### config.mk
export PLATFORM = sky130hd
export DESIGN_NAME = sw_input_stage
export DESIGN_NICKNAME = d
export VERILOG_FILES = /design/src/rtl/sw_input_stage.sv
export SDC_FILE = /design/constraint.sdc
export NUM_CORES = 1
export LEC_CHECK = 0
export CORE_MARGIN = 4
export CORE_UTILIZATION = 45
export CTS_BUF_LIST = sky130_fd_sc_hd__clkbuf_4
export DETAILED_ROUTE_END_ITERATION = 7
export HOLD_SLACK_MARGIN = 0.03
export PLACE_DENSITY = 0.79
export SLEW_MARGIN = 15
export SYNTH_ARGS = -nofsm -noshare
export SYNTH_HDL_FRONTEND = slang
export SYNTH_SLANG_ARGS = --single-unit
### constraint.sdc
create_clock -name fastclk -period 1.6 [get_ports fastclk]
set_clock_uncertainty 0.2 [all_clocks]
set_input_delay 0.24 -clock fastclk [delete_from_list [all_inputs] [get_ports fastclk]]
set_output_delay 0.24 -clock fastclk [all_outputs]
set_load 0.02 [all_outputs]
### src/rtl/sw_input_stage.sv
// Switch front end for the picoMIPS input port: synchronises the switches, debounces the enable
// and offers one captured operand per press over valid/ack. Define SW_INPUT_DEBOUNCE_EN for the counter debouncer.
module sw_input_stage #(
    parameter int WIDTH     = 8,
    parameter int DB_CYCLES = 4096
) (
    input  logic             fastclk,
    input  logic             reset,
    input  logic [WIDTH-1:0] sw_data,
    input  logic             sw_en,
    input  logic             in_ack,
    output logic             in_valid,
    output logic [WIDTH-1:0] in_data,
    output logic             sw_en_db,
    output logic             busy
);
    typedef enum logic [1:0] {
        IDLE    = 2'd0,
        OFFER   = 2'd1,
        RELEASE = 2'd2
    } state_t;

    logic             en_meta_q;
    logic             en_s_q;
    logic [WIDTH-1:0] data_meta_q;
    logic [WIDTH-1:0] data_s_q;
    logic             db;
    logic             db_dly_q;
    logic             rise;
    state_t           state_q;
    logic             in_valid_q;
    logic             busy_q;
    logic [WIDTH-1:0] in_data_q;

    always_ff @(posedge fastclk or posedge reset) begin
        if (reset) begin
            en_meta_q   <= 1'b0;
            en_s_q      <= 1'b0;
            data_meta_q <= '0;
            data_s_q    <= '0;
        end else begin
            en_meta_q   <= sw_en;
            en_s_q      <= en_meta_q;
            data_meta_q <= sw_data;
            data_s_q    <= data_meta_q;
        end
    end

`ifdef SW_INPUT_DEBOUNCE_EN
    localparam logic [15:0] CNT_LAST = 16'(DB_CYCLES - 1);

    logic        db_q;
    logic        db_d;
    logic [15:0] cnt_q;
    logic [15:0] cnt_d;

    // Counter restarts whenever the input agrees with db and after every flip, so it never wraps.
    always_comb begin
        db_d  = db_q;
        cnt_d = '0;
        if (en_s_q != db_q) begin
            if (cnt_q == CNT_LAST) begin
                db_d = en_s_q;
            end else begin
                cnt_d = cnt_q + 16'd1;
            end
        end
    end

    always_ff @(posedge fastclk or posedge reset) begin
        if (reset) begin
            db_q  <= 1'b0;
            cnt_q <= '0;
        end else begin
            db_q  <= db_d;
            cnt_q <= cnt_d;
        end
    end

    assign db = db_q;
`else
    assign db = en_s_q;
`endif

    always_ff @(posedge fastclk or posedge reset) begin
        if (reset) begin
            db_dly_q <= 1'b0;
        end else begin
            db_dly_q <= db;
        end
    end

    assign rise = db & ~db_dly_q;

    // Operand register is loaded only on IDLE->OFFER; RELEASE forces a full release before the next capture.
    always_ff @(posedge fastclk or posedge reset) begin
        if (reset) begin
            state_q    <= IDLE;
            in_valid_q <= 1'b0;
            busy_q     <= 1'b0;
            in_data_q  <= '0;
        end else begin
            case (state_q)
                IDLE: begin
                    if (rise) begin
                        in_data_q  <= data_s_q;
                        state_q    <= OFFER;
                        in_valid_q <= 1'b1;
                        busy_q     <= 1'b1;
                    end
                end
                OFFER: begin
                    if (in_ack) begin
                        state_q    <= RELEASE;
                        in_valid_q <= 1'b0;
                    end
                end
                RELEASE: begin
                    if (!db) begin
                        state_q <= IDLE;
                        busy_q  <= 1'b0;
                    end
                end
                default: begin
                    state_q    <= IDLE;
                    in_valid_q <= 1'b0;
                    busy_q     <= 1'b0;
                end
            endcase
        end
    end

    assign in_valid = in_valid_q;
    assign in_data  = in_data_q;
    assign busy     = busy_q;
    assign sw_en_db = db;

endmodule

==> flow_metrics.env <==
export IMPL_synth_largest_area_cell="sky130_fd_sc_hd__dfrtp_1"
export IMPL_startpoint_type="flop"
export IMPL_floorplan_die_area_um2=2971
export IMPL_hold_path_class="input port to async pin"
export IMPL_yosys_area_top_type_share_pct=79.69
export IMPL_mappedNetlistNets=65
export IMPL_area_used_by_multi_input_combinational_logic_um2=186.4
export IMPL_timing_final_max_slew_violations=0
export IMPL_synthTopCellsByArea="sky130_fd_sc_hd__dfrtp_1, sky130_fd_sc_hd__mux2_2, sky130_fd_sc_hd__nor4b_4, sky130_fd_sc_hd__inv_1, sky130_fd_sc_hd__a211o_2"
export IMPL_synth_sequential_area_ratio_pct=79.69
export IMPL_filler_cell_count=145
export IMPL_width_of_the_die_um=54.51
export IMPL_postPlaceCellArea_um2=1272
export IMPL_synthCells=53
export IMPL_post_synth_instance_area_um2=973.4
export IMPL_ys_warnings_count=0
export IMPL_routed_via_count=521
export IMPL_power_per_cell_area_nw_per_um2=1398
export IMPL_cts_htree_levels=2
export IMPL_placement_io_buffers=22
export IMPL_core_region_area_um2=2002
export IMPL_timing_critical_path_max_delay_family="flip-flops"
export IMPL_grt_ovfl_total=0
export IMPL_setup_viol_count_final=0
export IMPL_switching_share_pct=27.84
export IMPL_p_switching_uw=516.9
export IMPL_critical_path_n_buffers_inverters=1
export IMPL_antennaDiodeCount=0
export IMPL_clock_latency_ns=0.30
export IMPL_wl_per_cell_um=11.45
export IMPL_worst_endpoint_arrival_ns=1.53
export IMPL_area_delta_synth_final_pct=36.37
export IMPL_worstReg2RegEnd="in_data[1]$_DFFE_PP0P_"
export IMPL_max_freq_mhz=652.4
export IMPL_total_leakage_power_uw=0.0005946
export IMPL_design_power_total_uw=1857
export IMPL_regToRegStartpoint="db_dly_q$_DFF_PP0_"
export IMPL_cp_slowest_stage_delay_ns=0.41
export IMPL_cts_buffers=5
export IMPL_post_route_worst_setup_slack_ns=0.06710
export IMPL_pwr_share_seq_pct=52.3
export IMPL_rsz0062_at_grt="no"
export IMPL_cts_max_path_buffers=2
export IMPL_dp_hpwl_um=913
export IMPL_timing_max_slew_rel_slack_pct=85.58
export IMPL_pin_count_of_the_biggest_net_entering_global_routing=32
export IMPL_synthesis_area_per_instance_um2=18.37
export IMPL_final_net_count=99
export IMPL_number_of_global_route_vias_before_repair=538
export IMPL_initial_antenna_violation_count=0
export IMPL_worst_path_max_fanout=9
export IMPL_worst_r2r_path_depth=3
export IMPL_die_height_um=54.51
export IMPL_finalSetupTns_ns=0
export IMPL_place_worst_setup_slack_ns=0.03293
export IMPL_power_share_clock_pct=23.5
export IMPL_synth_lib_cells_used_distinct=14
export IMPL_totalWireLength_um=1317
export IMPL_timing_max_cap_violations=0
export IMPL_clock_sinks=31
export IMPL_power_combinational_fraction_pct=24.2
export IMPL_io_pins=23
export IMPL_post_route_period_util_pct=95.81
export IMPL_timing_reg2reg_setup_slack_ns=0.07
export IMPL_internal_power_contribution_uw=1340
export IMPL_endpoint_kind="flop"
export IMPL_synth_seq_cells=31
export IMPL_worstPathRequired_ns=1.59
export IMPL_hold_viol=0
export IMPL_detail_route_iter0_violations=0
export IMPL_post_route_cell_area_um2=1328
export IMPL_grt_use_total_pct=11.84
export IMPL_crit_path_top_delay_cell="sky130_fd_sc_hd__dfrtp_1"
export IMPL_drc_errors=0
export IMPL_route_antenna_remaining_nets=0
export IMPL_detailedRoute_firstPassIterationCount=1
export IMPL_row_count=16
export IMPL_layout_min_cycle_time_ns=1.533
export IMPL_clk_transition_reported_paths_ns=0.09
export IMPL_tritoncts_clock_tree="yes"
export IMPL_cts_hold_repair_buffers=0
export IMPL_vias_per_cell=4.530
export IMPL_crit_chain="nor4b_4, buf_6, mux2_2"
export IMPL_run_status="finished clean"
export IMPL_final_layout_size_suffix_gt1_share_pct=29.55
export IMPL_worst_setup_path_startpoint="db_dly_q$_DFF_PP0_"
export IMPL_area_sequential_um2=778.2
export IMPL_worst_slew_pin_transition_ns=0.2154
export IMPL_root_buffer_cell="sky130_fd_sc_hd__clkbuf_4"
export IMPL_finalWeightedCongestion=0.6320
export IMPL_critPathKind="flop to flop"
export IMPL_vdd_ir_drop_worst_uv=752.1
export IMPL_initial_utilization_pct=48.63
export IMPL_wire_length_of_the_first_global_routing_pass_um=2332
-- cell usage in the layout, fill, tap and decap left out --
cell                              instances
sky130_fd_sc_hd__a211o_2                  1
sky130_fd_sc_hd__a21oi_1                  1
sky130_fd_sc_hd__a32o_1                   1
sky130_fd_sc_hd__buf_12                   1
sky130_fd_sc_hd__buf_4                    3
sky130_fd_sc_hd__buf_6                    1
sky130_fd_sc_hd__clkbuf_4                 7
sky130_fd_sc_hd__clkdlybuf4s50_1         11
sky130_fd_sc_hd__clkinv_2                 1
sky130_fd_sc_hd__dfrtp_1                 29
sky130_fd_sc_hd__dfrtp_2                  2
sky130_fd_sc_hd__dlygate4sd2_1           11
sky130_fd_sc_hd__inv_1                    3
sky130_fd_sc_hd__mux2_2                   8
sky130_fd_sc_hd__nand2_1                  1
sky130_fd_sc_hd__nand3b_1                 1
sky130_fd_sc_hd__nor3b_1                  1
sky130_fd_sc_hd__nor4b_4                  1
sky130_fd_sc_hd__o21ai_0                  1
sky130_fd_sc_hd__o21bai_1                 1
sky130_fd_sc_hd__or2b_1                   1
sky130_fd_sc_hd__or3b_2                   1
-- cell usage after synthesis --
master and instances:
sky130_fd_sc_hd__a211o_2 1, sky130_fd_sc_hd__o21ai_0 1, sky130_fd_sc_hd__a21oi_1 1, sky130_fd_sc_hd__inv_1 3, sky130_fd_sc_hd__nand2_1 1, sky130_fd_sc_hd__or2b_1 1, sky130_fd_sc_hd__nor3b_1 1, sky130_fd_sc_hd__nand3b_1 1
sky130_fd_sc_hd__or3b_2 1, sky130_fd_sc_hd__o21bai_1 1, sky130_fd_sc_hd__a32o_1 1, sky130_fd_sc_hd__nor4b_4 1, sky130_fd_sc_hd__mux2_2 8, sky130_fd_sc_hd__dfrtp_1 31
-- layer usage --
layer | GRT usage (%) | wire length [um] | part of all wire [%]
met1 | 16.24 | 574 | 44
met2 | 14.74 | 605 | 46
met3 | 4.087 | 102 | 7.7
met4 | 9.959 | 34 | 2.6
met5 | 0 | 0 | 0
-- registers in the layout (all words and copies together) (netlist names) --
name and count:
busy 1, data_meta_q 8, data_s_q 8, db_dly_q 1
en_meta_q 1, in_data 8, in_valid 1, state_q 2
sw_en_db 1
-- per-stage QoR --
stage          cells  hold WS [ns]  util [%]
6_report         115       0.06526     66.31
5_1_grt          115       0.06935     66.31
4_1_cts          114       0.06013     65.75
3_5_place_dp     106        0.1347     63.56
3_3_place_gp     106        0.1323     63.56
2_1_floorplan     53       0.07143         -
-- worst register-to-register path, cell delays in order (launching register included) --
cell and delay [ns]:
sky130_fd_sc_hd__dfrtp_1 0.41, sky130_fd_sc_hd__nor4b_4 0.30, sky130_fd_sc_hd__buf_6 0.18, sky130_fd_sc_hd__mux2_2 0.34
-- power by group through the flow --
stage	Clock, uW	Sequential, uW	Combinational [uW]
floorplan	0	1110	135
global placement	0	989	512
detailed placement	0	996	519
CTS	460	976	454
global route	499	989	494
finish	436	971	449
-- kinds of logic after synthesis --
kind of cell    Yosys count  synth area share (%)
mux                       8                 9.255
flops                    31                 79.69
compound gates            5                 3.855
simple gates              6                 6.042
buf+inv                   3                 1.157
-- cell type report --
type | instances | share of cell area, %
repair buffers | 27 | 19.60
clock inverters | 1 | 0.3770
multi-input cells | 19 | 14.04
clock buffers | 7 | 3.959
well taps | 27 | 2.545
flip-flops and latches | 31 | 58.62
inverters | 3 | 0.8483
-- how the worst max path moves through the flow --
| stage | slack (ns) | cells after the start | endpoint |
|---|---|---|---|
| 3_3_place_gp | 0.07 | 3 | in_data[3]$_DFFE_PP0P_ |
| 4_1_cts | 0.02 | 3 | in_data[1]$_DFFE_PP0P_ |
| 5_1_grt | 0.01 | 1 | sw_en_db |
| 3_5_place_dp | 0.03 | 3 | in_data[0]$_DFFE_PP0P_ |
| 2_1_floorplan | -0.01 | 2 | in_data[0]$_DFFE_PP0P_ |
| 6_report | 0.07 | 3 | in_data[1]$_DFFE_PP0P_ |
-- timing repair --
action / CTS / global route
setup endpoints to repair: 11 / 8
resized for setup: 11 / 1
gates cloned: 0 / 0
setup buffers: 0 / 1
pin swaps: 0 / 0
No activity file was read; power rests on OpenSTA's default activity.
